### config.mk
export PLATFORM = sky130hd
export DESIGN_NAME = riscboy_ppu_lcd_shifter
export DESIGN_NICKNAME = d
export VERILOG_FILES = /design/src/rtl/riscboy_ppu_lcd_pkg.sv /design/src/rtl/riscboy_sync_fifo.sv /design/src/rtl/riscboy_ppu_lcd_shifter.sv
export SDC_FILE = /design/constraint.sdc
export NUM_CORES = 1
export LEC_CHECK = 0
export CORE_UTILIZATION = 40
export CTS_CLUSTER_DIAMETER = 80
export DETAILED_ROUTE_END_ITERATION = 7
export GPL_TIMING_DRIVEN = 0
export PLACE_DENSITY = 0.62
export SYNTH_ARGS = -nofsm -noshare
export SYNTH_HDL_FRONTEND = slang
export SYNTH_SLANG_ARGS = --single-unit
### constraint.sdc
create_clock -name i_clk -period 4.4 [get_ports i_clk]
set_input_delay 0.88 -clock i_clk [delete_from_list [all_inputs] [get_ports i_clk]]
set_output_delay 0.88 -clock i_clk [all_outputs]
set_load 0.02 [all_outputs]
### src/rtl/riscboy_ppu_lcd_pkg.sv
// rtl/riscboy_ppu_lcd_pkg.sv - shared types and helpers for the LCD transmit engine
package riscboy_ppu_lcd_pkg;

  typedef enum logic [2:0] {
    IDLE,
    SETUP,
    SHIFT,
    STALL,
    HOLD
  } lcd_state_t;

  localparam int W_SHAMT = 3;  // width of the log2 lane-count field
  localparam int W_BEAT  = 8;  // beat counter width, covers words up to 128 bits

  function automatic int clamp_lg(input logic [W_SHAMT-1:0] lg, input int lg_max);
    return (int'(lg) > lg_max) ? lg_max : int'(lg);
  endfunction

endpackage

### src/rtl/riscboy_sync_fifo.sv
// rtl/riscboy_sync_fifo.sv - single-clock show-ahead FIFO with flush
module riscboy_sync_fifo #(
  parameter int W     = 18,
  parameter int DEPTH = 8
) (
  input  logic         i_clk,
  input  logic         i_rst,
  input  logic         i_flush,
  input  logic         i_push,
  input  logic [W-1:0] i_wdata,
  input  logic         i_pop,
  output logic [W-1:0] o_rdata,
  output logic         o_empty,
  output logic         o_full
);

  localparam int AW = $clog2(DEPTH);

  logic [W-1:0] r_mem [DEPTH];
  logic [AW:0]  r_wr_ptr;
  logic [AW:0]  r_rd_ptr;
  logic         w_do_push;
  logic         w_do_pop;

  assign o_empty   = (r_wr_ptr == r_rd_ptr);
  assign o_full    = (r_wr_ptr[AW] != r_rd_ptr[AW]) && (r_wr_ptr[AW-1:0] == r_rd_ptr[AW-1:0]);
  assign w_do_pop  = i_pop && !o_empty;
  // A full FIFO still accepts a push when the same cycle frees a slot.
  assign w_do_push = i_push && (!o_full || w_do_pop);
  assign o_rdata   = r_mem[r_rd_ptr[AW-1:0]];

  always_ff @(posedge i_clk) begin
    if (i_rst || i_flush) begin
      r_wr_ptr <= '0;
      r_rd_ptr <= '0;
    end else begin
      if (w_do_push) r_wr_ptr <= r_wr_ptr + 1'b1;
      if (w_do_pop)  r_rd_ptr <= r_rd_ptr + 1'b1;
    end
  end

  always_ff @(posedge i_clk) begin
    if (w_do_push) r_mem[r_wr_ptr[AW-1:0]] <= i_wdata;
  end

endmodule

### src/rtl/riscboy_ppu_lcd_shifter.sv
// rtl/riscboy_ppu_lcd_shifter.sv - FIFO-fed multi-lane LCD serialiser with SCK divider and CS/DC framing
module riscboy_ppu_lcd_shifter
  import riscboy_ppu_lcd_pkg::*;
#(
  parameter int W_DATA     = 16,
  parameter int W_BUS      = 8,
  parameter int FIFO_DEPTH = 8,
  parameter int W_DIV      = 4
) (
  input  logic              i_clk,
  input  logic              i_rst,
  input  logic              i_in_valid,
  output logic              o_in_ready,
  input  logic [W_DATA-1:0] i_in_data,
  input  logic              i_in_dc,
  input  logic              i_in_last,
  input  logic              i_cfg_en,
  input  logic [2:0]        i_cfg_lanes,
  input  logic              i_cfg_half,
  input  logic [W_DIV-1:0]  i_cfg_div,
  input  logic              i_flush,
  output logic              o_busy,
  output logic              o_underrun,
  input  logic              i_underrun_clr,
  output logic              o_lcd_sck,
  output logic              o_lcd_cs_n,
  output logic              o_lcd_dc,
  output logic [W_BUS-1:0]  o_lcd_dat
);

  localparam int LG_MAX = $clog2(W_BUS);
  localparam int W_FIFO = W_DATA + 2;

  lcd_state_t          r_state;
  lcd_state_t          w_state_nxt;
  logic [W_DIV-1:0]    r_div;
  logic [W_DIV-1:0]    r_div_cnt;
  logic [W_DATA-1:0]   r_sr;
  logic [W_SHAMT-1:0]  r_lg;
  logic [W_BEAT-1:0]   r_beat_left;
  logic                r_last;
  logic                r_sck;
  logic                r_cs_n;
  logic                r_dc;
  logic                r_underrun;
  logic [W_BUS-1:0]    r_dat;

  logic                w_push;
  logic                w_flush;
  logic                w_empty;
  logic                w_full;
  logic                w_tick;
  logic                w_load;
  logic                w_shift;
  logic                w_sck_rise;
  logic                w_sck_fall;
  logic                w_cs_rel;
  logic                w_set_underrun;
  logic [W_FIFO-1:0]   w_rdata;
  logic [W_SHAMT-1:0]  w_lg;
  logic [W_BEAT-1:0]   w_beats;
  logic [W_DATA-1:0]   w_load_sr;
  logic [W_DATA-1:0]   w_next_sr;

  // Top (1<<lg) bits of the shift register, lane 0 holding the least significant of them.
  function automatic logic [W_BUS-1:0] beat_of(input logic [W_DATA-1:0] sr,
                                               input logic [W_SHAMT-1:0] lg);
    return W_BUS'(sr >> (W_DATA - (1 << lg)));
  endfunction

  assign o_in_ready = !i_rst && !w_full;
  assign w_push     = i_in_valid && o_in_ready;
  assign w_flush    = i_flush && (r_state == IDLE);
  assign o_busy     = (r_state != IDLE) || !w_empty;
  assign w_tick     = (r_state != IDLE) && (r_div_cnt == r_div);

  riscboy_sync_fifo #(.W(W_FIFO), .DEPTH(FIFO_DEPTH)) u_fifo (
    .i_clk   (i_clk),
    .i_rst   (i_rst),
    .i_flush (w_flush),
    .i_push  (w_push),
    .i_wdata ({i_in_last, i_in_dc, i_in_data}),
    .i_pop   (w_load),
    .o_rdata (w_rdata),
    .o_empty (w_empty),
    .o_full  (w_full)
  );

  assign w_lg      = W_SHAMT'(clamp_lg(i_cfg_lanes, LG_MAX));
  assign w_load_sr = i_cfg_half ? {w_rdata[W_DATA/2-1:0], {(W_DATA/2){1'b0}}} : w_rdata[W_DATA-1:0];
  assign w_next_sr = r_sr << (1 << r_lg);

  always_comb begin
    w_beats = W_BEAT'((i_cfg_half ? W_DATA / 2 : W_DATA) >> w_lg);
    if (w_beats == '0) w_beats = W_BEAT'(1);
  end

  always_comb begin
    w_state_nxt    = r_state;
    w_load         = 1'b0;
    w_shift        = 1'b0;
    w_sck_rise     = 1'b0;
    w_sck_fall     = 1'b0;
    w_cs_rel       = 1'b0;
    w_set_underrun = 1'b0;
    unique case (r_state)
      IDLE: begin
        if (i_cfg_en && !w_empty && !i_flush) begin
          w_load      = 1'b1;
          w_state_nxt = SETUP;
        end
      end
      SETUP: if (w_tick) w_state_nxt = SHIFT;
      SHIFT: begin
        if (w_tick) begin
          if (!r_sck) begin
            w_sck_rise = 1'b1;
          end else begin
            w_sck_fall = 1'b1;
            if (r_beat_left != '0) w_shift = 1'b1;
            else if (r_last || !i_cfg_en) w_state_nxt = HOLD;
            else if (!w_empty) w_load = 1'b1;
            else begin
              w_state_nxt    = STALL;
              w_set_underrun = 1'b1;
            end
          end
        end
      end
      STALL: begin
        if (w_tick) begin
          if (!i_cfg_en) w_state_nxt = HOLD;
          else if (!w_empty) begin
            w_load      = 1'b1;
            w_state_nxt = SHIFT;
          end
        end
      end
      // First tick releases CS, second tick returns to IDLE: guarantees one tick of CS high.
      HOLD: begin
        if (w_tick) begin
          if (!r_cs_n) w_cs_rel = 1'b1;
          else w_state_nxt = IDLE;
        end
      end
      default: w_state_nxt = IDLE;
    endcase
  end

  always_ff @(posedge i_clk) begin
    if (i_rst) begin
      r_state     <= IDLE;
      r_div       <= '0;
      r_div_cnt   <= '0;
      r_sr        <= '0;
      r_lg        <= '0;
      r_beat_left <= '0;
      r_last      <= 1'b0;
      r_sck       <= 1'b0;
      r_cs_n      <= 1'b1;
      r_dc        <= 1'b0;
      r_underrun  <= 1'b0;
      r_dat       <= '0;
    end else begin
      r_state <= w_state_nxt;
      if (r_state == IDLE || w_tick) r_div_cnt <= '0;
      else r_div_cnt <= r_div_cnt + 1'b1;
      if (w_load) begin
        r_sr        <= w_load_sr;
        r_lg        <= w_lg;
        r_div       <= i_cfg_div;
        r_beat_left <= w_beats - 1'b1;
        r_last      <= w_rdata[W_DATA+1];
        r_dc        <= w_rdata[W_DATA];
        r_dat       <= beat_of(w_load_sr, w_lg);
        r_cs_n      <= 1'b0;
      end else if (w_shift) begin
        r_sr        <= w_next_sr;
        r_dat       <= beat_of(w_next_sr, r_lg);
        r_beat_left <= r_beat_left - 1'b1;
      end
      if (w_cs_rel) r_cs_n <= 1'b1;
      if (w_sck_rise) r_sck <= 1'b1;
      else if (w_sck_fall) r_sck <= 1'b0;
      if (w_set_underrun) r_underrun <= 1'b1;
      else if (i_underrun_clr) r_underrun <= 1'b0;
    end
  end

  assign o_underrun = r_underrun;
  assign o_lcd_sck  = r_sck;
  assign o_lcd_cs_n = r_cs_n;
  assign o_lcd_dc   = r_dc;
  assign o_lcd_dat  = r_dat;

endmodule

# After elaboration in Yosys (flattened, before gate mapping)
# Memory sizes are Yosys's and may differ from the RTL's. A register that Yosys moved wholly into a read port is not among the register bits.
# Index checks and enable logic that the tools add are counted.
[word_totals]
input_bits = 32
register_bits = 59
ramBits = 144
n_memories = 1
word_cells = 135
[mem_list]
columns = ["memory", "depth", "width", "read_ports", "rd_ports_with_merged_regs", "wr", "line", "source"]
rows = [
  ["u_fifo.r_mem", 8, 18, 1, 1, 1, "riscboy_sync_fifo.sv:19", "logic [W-1:0] r_mem [DEPTH];"],
]
[classes]
n_eq_ne = 18
add_sub_neg = 7
n_shift = 6
reduce_logical = 29
mux = 59
order_cmp = 1
[op_table]
columns = ["cell", "count"]
rows = [
  ["$shl 1x3->32 const A", 2],
  ["$shr 16x32->8", 2],
  ["$sub 6x32->32 const A", 2],
  ["$mux 16", 3],
  ["$mux 3", 15],
  ["$mux 8", 5],
  ["$mux 1", 33],
  ["$shl 16x32->16", 1],
  ["$sub 8x1->8 const B", 2],
  ["$pmux 3 s5", 1],
  ["$ne 2x2->1 const B", 7],
  ["$add 4x1->4 const B", 3],
  ["$reduce_and 10->1", 1],
  ["$logic_and 1x1->1", 9],
  ["$eq 4x4->1", 2],
  ["$logic_not 8->1", 1],
  ["$reduce_bool 8->1", 1],
  ["$shr 5x3->8", 1],
  ["$eq 3x2->1 const B", 2],
  ["$reduce_bool 2->1", 3],
  ["$logic_not 1->1", 5],
  ["$logic_or 1x1->1", 5],
  ["$mux 5", 1],
  ["$reduce_or 2->1", 2],
  ["11 further kinds", 11],
]

# Longest topological paths before layout
# Gate-level depths: netlist of the first run.
[logic_depth]
ltp_word = 12
ltp_mapped = 16
depth_no_buf = 11

# By module
# Synthesis of the first run repeated with hierarchy kept, for this count alone.
[unflattened]
cells_unflattened = 842
hier_area_um2 = 10261.1
[by_module_without_submodules]
columns = ["module", "n_inst", "cells_per_inst", "seq_area_each_um2", "area_per_inst_um2"]
rows = [
  ["riscboy_sync_fifo", 1, 283, 4544.4, 6065.8],
  ["riscboy_ppu_lcd_shifter", 1, 559, 1021.0, 4195.3],
]

# Worst setup path before layout of the first run
# OpenSTA, ideal clock, no wires.
[synth_timing]
path_kind = "in2reg"
start = "in i_rst"
end = "mem u_fifo.r_mem[4][0] (enable)"
arrival_ns = 3.635
t_required_ns = 3.954
setup_slack_ns = 0.319
cell_stages = 4
setup_time_ns = 0.446
path_cell_list = "clkbuf_1 a21oi_1 nand2_1 nor4b_1"
[synth_between]
elab_chain_len = 6
[synth_lines]
columns = ["item", "line", "source"]
rows = [
  ["start, declared", "riscboy_ppu_lcd_shifter.sv:11", "input logic i_rst,"],
  ["$logic_not 1->1", "riscboy_ppu_lcd_shifter.sv:71", "assign o_in_ready = !i_rst && !w_full;"],
  ["$logic_and 1x1->1", "riscboy_ppu_lcd_shifter.sv:71", ""],
  ["named net o_in_ready", "riscboy_ppu_lcd_shifter.sv:13", "output logic o_in_ready,"],
  ["$logic_and 1x1->1", "riscboy_ppu_lcd_shifter.sv:72", "assign w_push = i_in_valid && o_in_ready;"],
  ["$logic_and 1x1->1", "riscboy_sync_fifo.sv:29", "assign w_do_push = i_push && (!o_full || w_do_pop);"],
  ["$mux 1", "riscboy_sync_fifo.sv:43", "if (w_do_push) r_mem[r_wr_ptr[AW-1:0]] <= i_wdata;"],
  ["$mux 1 (implied by the code)", "riscboy_sync_fifo.sv:43", ""],
  ["end, declared", "riscboy_sync_fifo.sv:19", ""],
]
# The timed path passes the listed nets, and every way through them passes these cells.

# Final worst setup path of the first run
[layout_timing]
start = "reg r_lg[2]"
end = "reg r_dat[0] (netlist: o_lcd_dat[0])"
[layout_between]
elab_chain_len = 5
[layout_lines]
columns = ["item", "line", "source"]
rows = [
  ["start, declared", "riscboy_ppu_lcd_shifter.sv:39", "logic [W_SHAMT-1:0] r_lg;"],
  ["start signal, assigned", "riscboy_ppu_lcd_shifter.sv:170", "r_lg <= w_lg;"],
  ["$shl 1x3->32 (*)", "riscboy_ppu_lcd_shifter.sv:68, riscboy_ppu_lcd_shifter.sv:91", ""],
  ["$sub 6x32->32 or $shl 16x32->16 (tied branches)", "riscboy_ppu_lcd_shifter.sv:68, riscboy_ppu_lcd_shifter.sv:91", ""],
  ["$shr 16x32->8 (*)", "riscboy_ppu_lcd_shifter.sv:68", "return W_BUS'(sr >> (W_DATA - (1 << lg)));"],
  ["$mux 8 (*)", "riscboy_ppu_lcd_shifter.sv:177", "end else if (w_shift) begin"],
  ["$mux 8 (*)", "riscboy_ppu_lcd_shifter.sv:168", "if (w_load) begin"],
  ["end signal, assigned", "riscboy_ppu_lcd_shifter.sv:175", "r_dat <= beat_of(w_load_sr, w_lg);"],
  ["end signal, assigned", "riscboy_ppu_lcd_shifter.sv:179", "r_dat <= beat_of(w_next_sr, r_lg);"],
  ["end, declared", "riscboy_ppu_lcd_shifter.sv:46", "logic [W_BUS-1:0] r_dat;"],
]
# Mark *: on every way between the ends. The rest lies on a longest branch, timed or not. The select of a mux whose other input is x is not followed.
# A chain may end at the register's enable or synchronous reset.

==> results of run 1 <==
## logic make-up after synthesis
| logic type | after synthesis |
|---|---|
| xor gates and xnor gates | 25 |
| other | 1 |
| muxes | 86 |
| and+or+nand+nor | 260 |
| DFF | 206 |
| buffers and inverters | 77 |
| AOI/OAI and AO/OA | 174 |
| adders and majority gates | 10 |
## power groups by stage
stage	clock network, mW	registers (mW)	logic, mW
6_report	1.76	2.15	0.632
5_1_grt	1.86	2.16	0.691
4_1_cts	1.78	2.15	0.629
3_5_place_dp	0	2.19	0.625
3_3_place_gp	0	2.20	0.618
2_1_floorplan	0	2.20	0.398
## worst max-delay path: stages, from the launching register on
cell and delay (ns):
dfxtp_1 0.33, clkbuf_1 0.39, clkbuf_2 0.34, clkbuf_2 0.31, clkbuf_2 0.31, nand2_1 0.10, ha_1 0.30, clkbuf_1 0.26
clkbuf_1 0.15, ha_1 0.27, and3b_1 0.21, a31oi_1 0.18, nor2_1 0.08, nand3_1 0.09, o211ai_1 0.15, a221oi_1 0.46
nor3_1 0.08
## layout by cell type, fill, tap and decap left out, drive strengths merged, types with 8 or more instances in the layout
master / count
xnor2: 12
edfxtp: 144
o21ai: 26
a21oi: 42
dfxtp: 62
buf: 35
clkbuf: 76
clkdlybuf4s50: 44
mux2i: 38
mux4: 43
ha: 10
nand3: 15
nor2: 75
inv: 14
clkinv: 8
nor3: 29
a31oi: 10
a22oi: 8
xor2: 13
nand2: 78
o22ai: 8
nand2b: 10
or3: 9
a211oi: 14
## worst paths after layout
| kind | slack (ns) | depth (start not counted) | to | startpoint |
|---|---|---|---|---|
| worst min register to register | 0.46 | 2 | o_underrun | o_underrun |
| worst max-delay path | 0.24 | 16 | o_lcd_dat[0] | r_lg[2] |
| worst min-delay path | 0.46 | 2 | o_underrun | o_underrun |
| worst max register to register | 0.24 | 16 | o_lcd_dat[0] | r_lg[2] |
## registers in the layout, indices dropped and copies added (netlist names), named ones only
name             cells
o_underrun           1
r_sr                16
r_div                4
o_lcd_dat            8
u_fifo.r_wr_ptr      4
u_fifo.r_mem       144
u_fifo.r_rd_ptr      4
o_lcd_dc             1
r_beat_left          8
o_lcd_sck            1
o_lcd_cs_n           1
r_lg                 3
r_div_cnt            4
r_state              3
r_last               1
## through the flow
step           cells  setup WS [ns]  hold WS (ns)
6_report        1264          0.239         0.464
4_1_cts         1264         0.0748         0.470
3_5_place_dp    1224        -0.0565         0.460
3_3_place_gp    1208          -1.75         0.459
5_1_grt         1264          0.151         0.494
2_1_floorplan    840          0.319         0.441
## layer usage
layer / wire length, um / GRT usage (%)
met1: 12200 / 29.4
met2: 12500 / 34.2
met3: 1420 / 2.79
met4: 570 / 5.50
met5: 0 / 0
## cell type report
cell class | count | area share (%)
Tap cell | 324 | 3.44
Clock inverter | 10 | 0.574
Buffer | 65 | 2.25
Timing Repair Buffer | 60 | 5.08
Sequential cell | 206 | 47.2
Multi-Input combinational cell | 557 | 35.8
Clock buffer | 30 | 5.19
Inverter | 12 | 0.382
## repair_timing
item / 4_1_cts / 5_1_grt
gates resized for setup: 1 / 3
hold endpoints to repair: 0 / 0
setup endpoints to repair: 1 / 3
==> out/results.ini, run 1 <==
[logic_synthesis]
ys_ff_latch = 206
synth-edff-count = 144
yosysTopAreaCell = edfxtp_1
avgSynthCellArea_um2 = 12.0
synth_flop_cell = edfxtp_1
synth_xor_area_share_pct = 2.18
synth_adder_area_share_pct = 1.25
synth_top_family_by_area = multiplexers
synth_area_um2 = 10000
synth_top_area_share_pct = 43.0
synth_cells = 839
synth_compound_area_share_pct = 11.7
yosys-mux-area-fraction_pct = 14.0
synth_most_common_cell = edfxtp_1
async_flop_share_pct = 0
ys_types = 70
synthTopCellsByArea = edfxtp_1 43%, dfxtp_1 12%, mux4_2 9.6%
ys_seq_area_share_pct = 55.4
yosys-top-cells-count = 144 x edfxtp_1, 78 x nand2_1, 75 x nor2_1, 62 x dfxtp_1, 45 x clkbuf_1
synth-simple-area-share_pct = 12.4
yosysWarnings = 0

[pwr]
power_density_nw_per_um2 = 385
p_seq_share_pct = 47.4
switching_share_pct = 26.1
intPower_mw = 3.35
power_frac_clock_pct = 38.7
leakage_nw = 3.84
p_total_mw = 4.54
pwr-share-comb_pct = 13.9
p_switching_mw = 1.19
max-vdd-ir-drop_uv = 318

[routing]
via_count = 7224
wirelength_mm = 26.6
post_drt_wl_per_cell_um = 21.1
avgViaCountPerCell = 5.72
drc = 0
drt_iter0_drc = 658
first_pass_iters = 7
postRouteAntennaNets = 0

[cells_and_area]
final_area_um2 = 11800
syn2layout_area_growth_pct = 17.3
nNetsFinal = 967
n_fill_cell = 2192
post-route-util_pct = 48.2
regArea_um2 = 5570
multi_input_area_um2 = 4220
diodes = 0
drive_above_1_share_pct = 13.3

[grt]
track_usage_pct = 20.9
grt_pass1_vias = 7040
grt_pass1_wl_mm = 41.4
antenna_found_initial = 0
grt_start_max_net_pins = 19
overflow = 0

[die]
num_io_pins = 46
rows = 57
coreArea_um2 = 24500
fp.dieW_um = 160
start_util_pct = 41.1
fp.dieH_um = 160
die_area_um2 = 25800

[worst_setup_path]
path_class = reg2reg
cp_data_arrival_time_ns = 4.55
worst_setup_path_end_kind = flip-flop
cp-start-kind = flip-flop
required_ns = 4.79
worstPathMaxFanout = 10

[timing]
fin_tns_setup_ns = 0
post-route-period-util_pct = 94.6
finalSetupViolations = 0
fmax_mhz = 240
relSlewSlack_pct = 35.7
rsz0062_at_grt = false
hold_viol_final = 0
finalCriticalPeriod_ns = 4.16
tightest_slew_ns = 0.963
finClkSkew_ns = 0.0136
slew_viol_final = 0

[flow_run]
drv_cap = 0

[placed_design]
dp_hpwl_mm = 19.3
place_area_um2 = 11100
port_buffers = 44
gp_congestion = 0.984

[clock_tree]
post-cts-setup-buffer-count = 0
clkTransAtPathRegs_ns = 0.06
numCtsBuffers = 23
clockBufferDepth = 3
clock_latency_ns = 0.53
hold_buffers = 0
htree_levels = 1
cts.sinks = 206
cts_tree = yes
clockRootBuffer = clkbuf_16

[min_path]
hold_path_class = reg2reg

[run_status]
status = finished clean

Note: power is estimated with default switching activity, not from simulation.
==> run 2, diff against run 1 <==
- CORE_UTILIZATION: 40 -> 36
- PLACE_DENSITY: 0.62 -> 0.57
==> out/results.ini, run 2 (synthesized netlist as in run 1, its figures left out) <==
[run_status]
status = finished clean

[grt]
antenna_found_initial = 1
track_usage_pct = 19.3
grt_pass1_wl_mm = 42.2
overflow = 0
grt_pass1_vias = 7041
grt_start_max_net_pins = 19

[die]
fp.dieH_um = 169
coreArea_um2 = 27200
rows = 60
start_util_pct = 37.0
fp.dieW_um = 169
die_area_um2 = 28600
num_io_pins = 46

[worst_setup_path]
worst_path_largest_cell_delay_ns = 0.43
path_class = reg2reg
r2r_cells = 16
path_depth = 16
required_ns = 4.79
path_cells = clkbuf_2 > buf_2 > clkbuf_1 > clkbuf_2 > nand2_1 > ha_1 > clkbuf_1 > clkbuf_1 > ha_1 > and3b_1 > a31oi_1 > nor2_1 > nand3_1 > o211ai_1 > a221oi_1 > nor3_1
worstPathMaxFanout = 10
critPathTopFamily = buffers and inverters
r2r-start = r_lg[2]
critical_path.most_common_cell = clkbuf_1
cp-start-kind = flip-flop
cp_data_arrival_time_ns = 4.48
cp_slowest_cell = clkbuf_1
worst_setup_path_end_kind = flip-flop
critical_path_buf_inv_count = 6
rrSetupSlack_ns = 0.31
r2r-end = o_lcd_dat[0]

[timing]
fin_tns_setup_ns = 0
tightest_slew_ns = 0.954
hold_viol_final = 0
fmax_mhz = 244
rsz0062_at_grt = false
finalSetupViolations = 0
slew_viol_final = 0
relSlewSlack_pct = 36.3
finClkSkew_ns = 0.0101
finalCriticalPeriod_ns = 4.09
post-route-period-util_pct = 93.0

[routing]
drt_iter0_drc = 889
drc = 0
wirelength_mm = 27.3
via_count = 7364
post_drt_wl_per_cell_um = 20.8
first_pass_iters = 5
avgViaCountPerCell = 5.61
postRouteAntennaNets = 0

[pwr]
p_total_mw = 4.62
intPower_mw = 3.42
leakage_nw = 3.84
pwr-share-comb_pct = 13.8
power_frac_clock_pct = 39.6
power_density_nw_per_um2 = 389
p_switching_mw = 1.21
switching_share_pct = 26.1
max-vdd-ir-drop_uv = 275
p_seq_share_pct = 46.6

[clock_tree]
numCtsBuffers = 22
clockRootBuffer = clkbuf_16
cts_tree = yes
clockBufferDepth = 3
cts.sinks = 206
clkTransAtPathRegs_ns = 0.07
htree_levels = 1
clock_latency_ns = 0.53
post-cts-setup-buffer-count = 0

[cells_and_area]
nNetsFinal = 966
final_area_um2 = 11900
fin_cells = 1312
drive_above_1_share_pct = 13.4
post-route-util_pct = 43.7
syn2layout_area_growth_pct = 18.3
diodes = 0
n_fill_cell = 2580
largest_reg_flops = 144
final_cell_mix = 144 x edfxtp_1, 78 x nand2_1, 75 x nor2_1
final_common_cell = edfxtp_1

[min_path]
hold_path_class = reg2reg
hold_end = r_div[2]
worstHoldPathCells = 2
hp-start = r_div[2]

[placed_design]
port_buffers = 44
dp_hpwl_mm = 19.6
gp_congestion = 0.942
place_inst = 1272
place_area_um2 = 11200

[flow_run]
drv_cap = 0

[run 2: worst min-delay path: stages (launching register included)]
cell and delay, ns:
dfxtp_1 0.32, nand2_1 0.05, a21oi_1 0.05
[run 2: worst max-delay path by stage]
stage / startpoint / slack [ns] / to
floorplan: i_rst / 0.32 / u_fifo.r_mem[4][0]
global placement: i_rst / -1.87 / u_fifo.r_mem[4][0]
detailed placement: u_fifo.r_wr_ptr[1] / -0.11 / r_beat_left[4]
CTS: r_lg[2] / 0.06 / o_lcd_dat[0]
global route: r_lg[2] / 0.03 / o_lcd_dat[0]
finish: r_lg[2] / 0.31 / o_lcd_dat[0]
[run 2: through the flow]
| stage | hold WS, ns | setup slack, ns |
|---|---|---|
| 2_1_floorplan | 0.441 | 0.319 |
| 3_3_place_gp | 0.456 | -1.87 |
| 3_5_place_dp | 0.457 | -0.113 |
| 4_1_cts | 0.470 | 0.0582 |
| 5_1_grt | 0.500 | 0.0267 |
| 6_report | 0.472 | 0.310 |
[run 2: layer usage]
layer / GRT usage (%) / vias to the layer above / share of wire (%)
met5: 0 / - / 0.048
met4: 4.03 / 2 / 1.7
met3: 2.78 / 33 / 6.1
met2: 32.1 / 265 / 48
met1: 26.9 / 3675 / 44
li1: - / 3389 / -
[run 2: timing repair]
item | 4_1_cts | 5_1_grt
resized for setup | 2 | 5
endpoints found under the setup margin | 4 | 7
hold buffers | 0 | 0
[run 2: area by class of cell]
type                       count  area (um2)  share of cell area, %
tap                          372         465                   3.92
inverter                      12        45.0                  0.379
clock inverter                11         133                   1.12
buffer                        65         265                   2.23
clock buffer                  29         577                   4.85
multi-input combinational    557        4230                   35.6
timing repair buffer          60         602                   5.06
sequential                   206        5570                   46.8
[run 2: power groups by stage]
stage | combinational (mW) | clock (mW) | sequential (mW)
5_1_grt | 0.694 | 1.94 | 2.16
4_1_cts | 0.630 | 1.87 | 2.15
6_report | 0.639 | 1.83 | 2.15
3_5_place_dp | 0.626 | 0 | 2.19
3_3_place_gp | 0.616 | 0 | 2.20
2_1_floorplan | 0.398 | 0 | 2.20
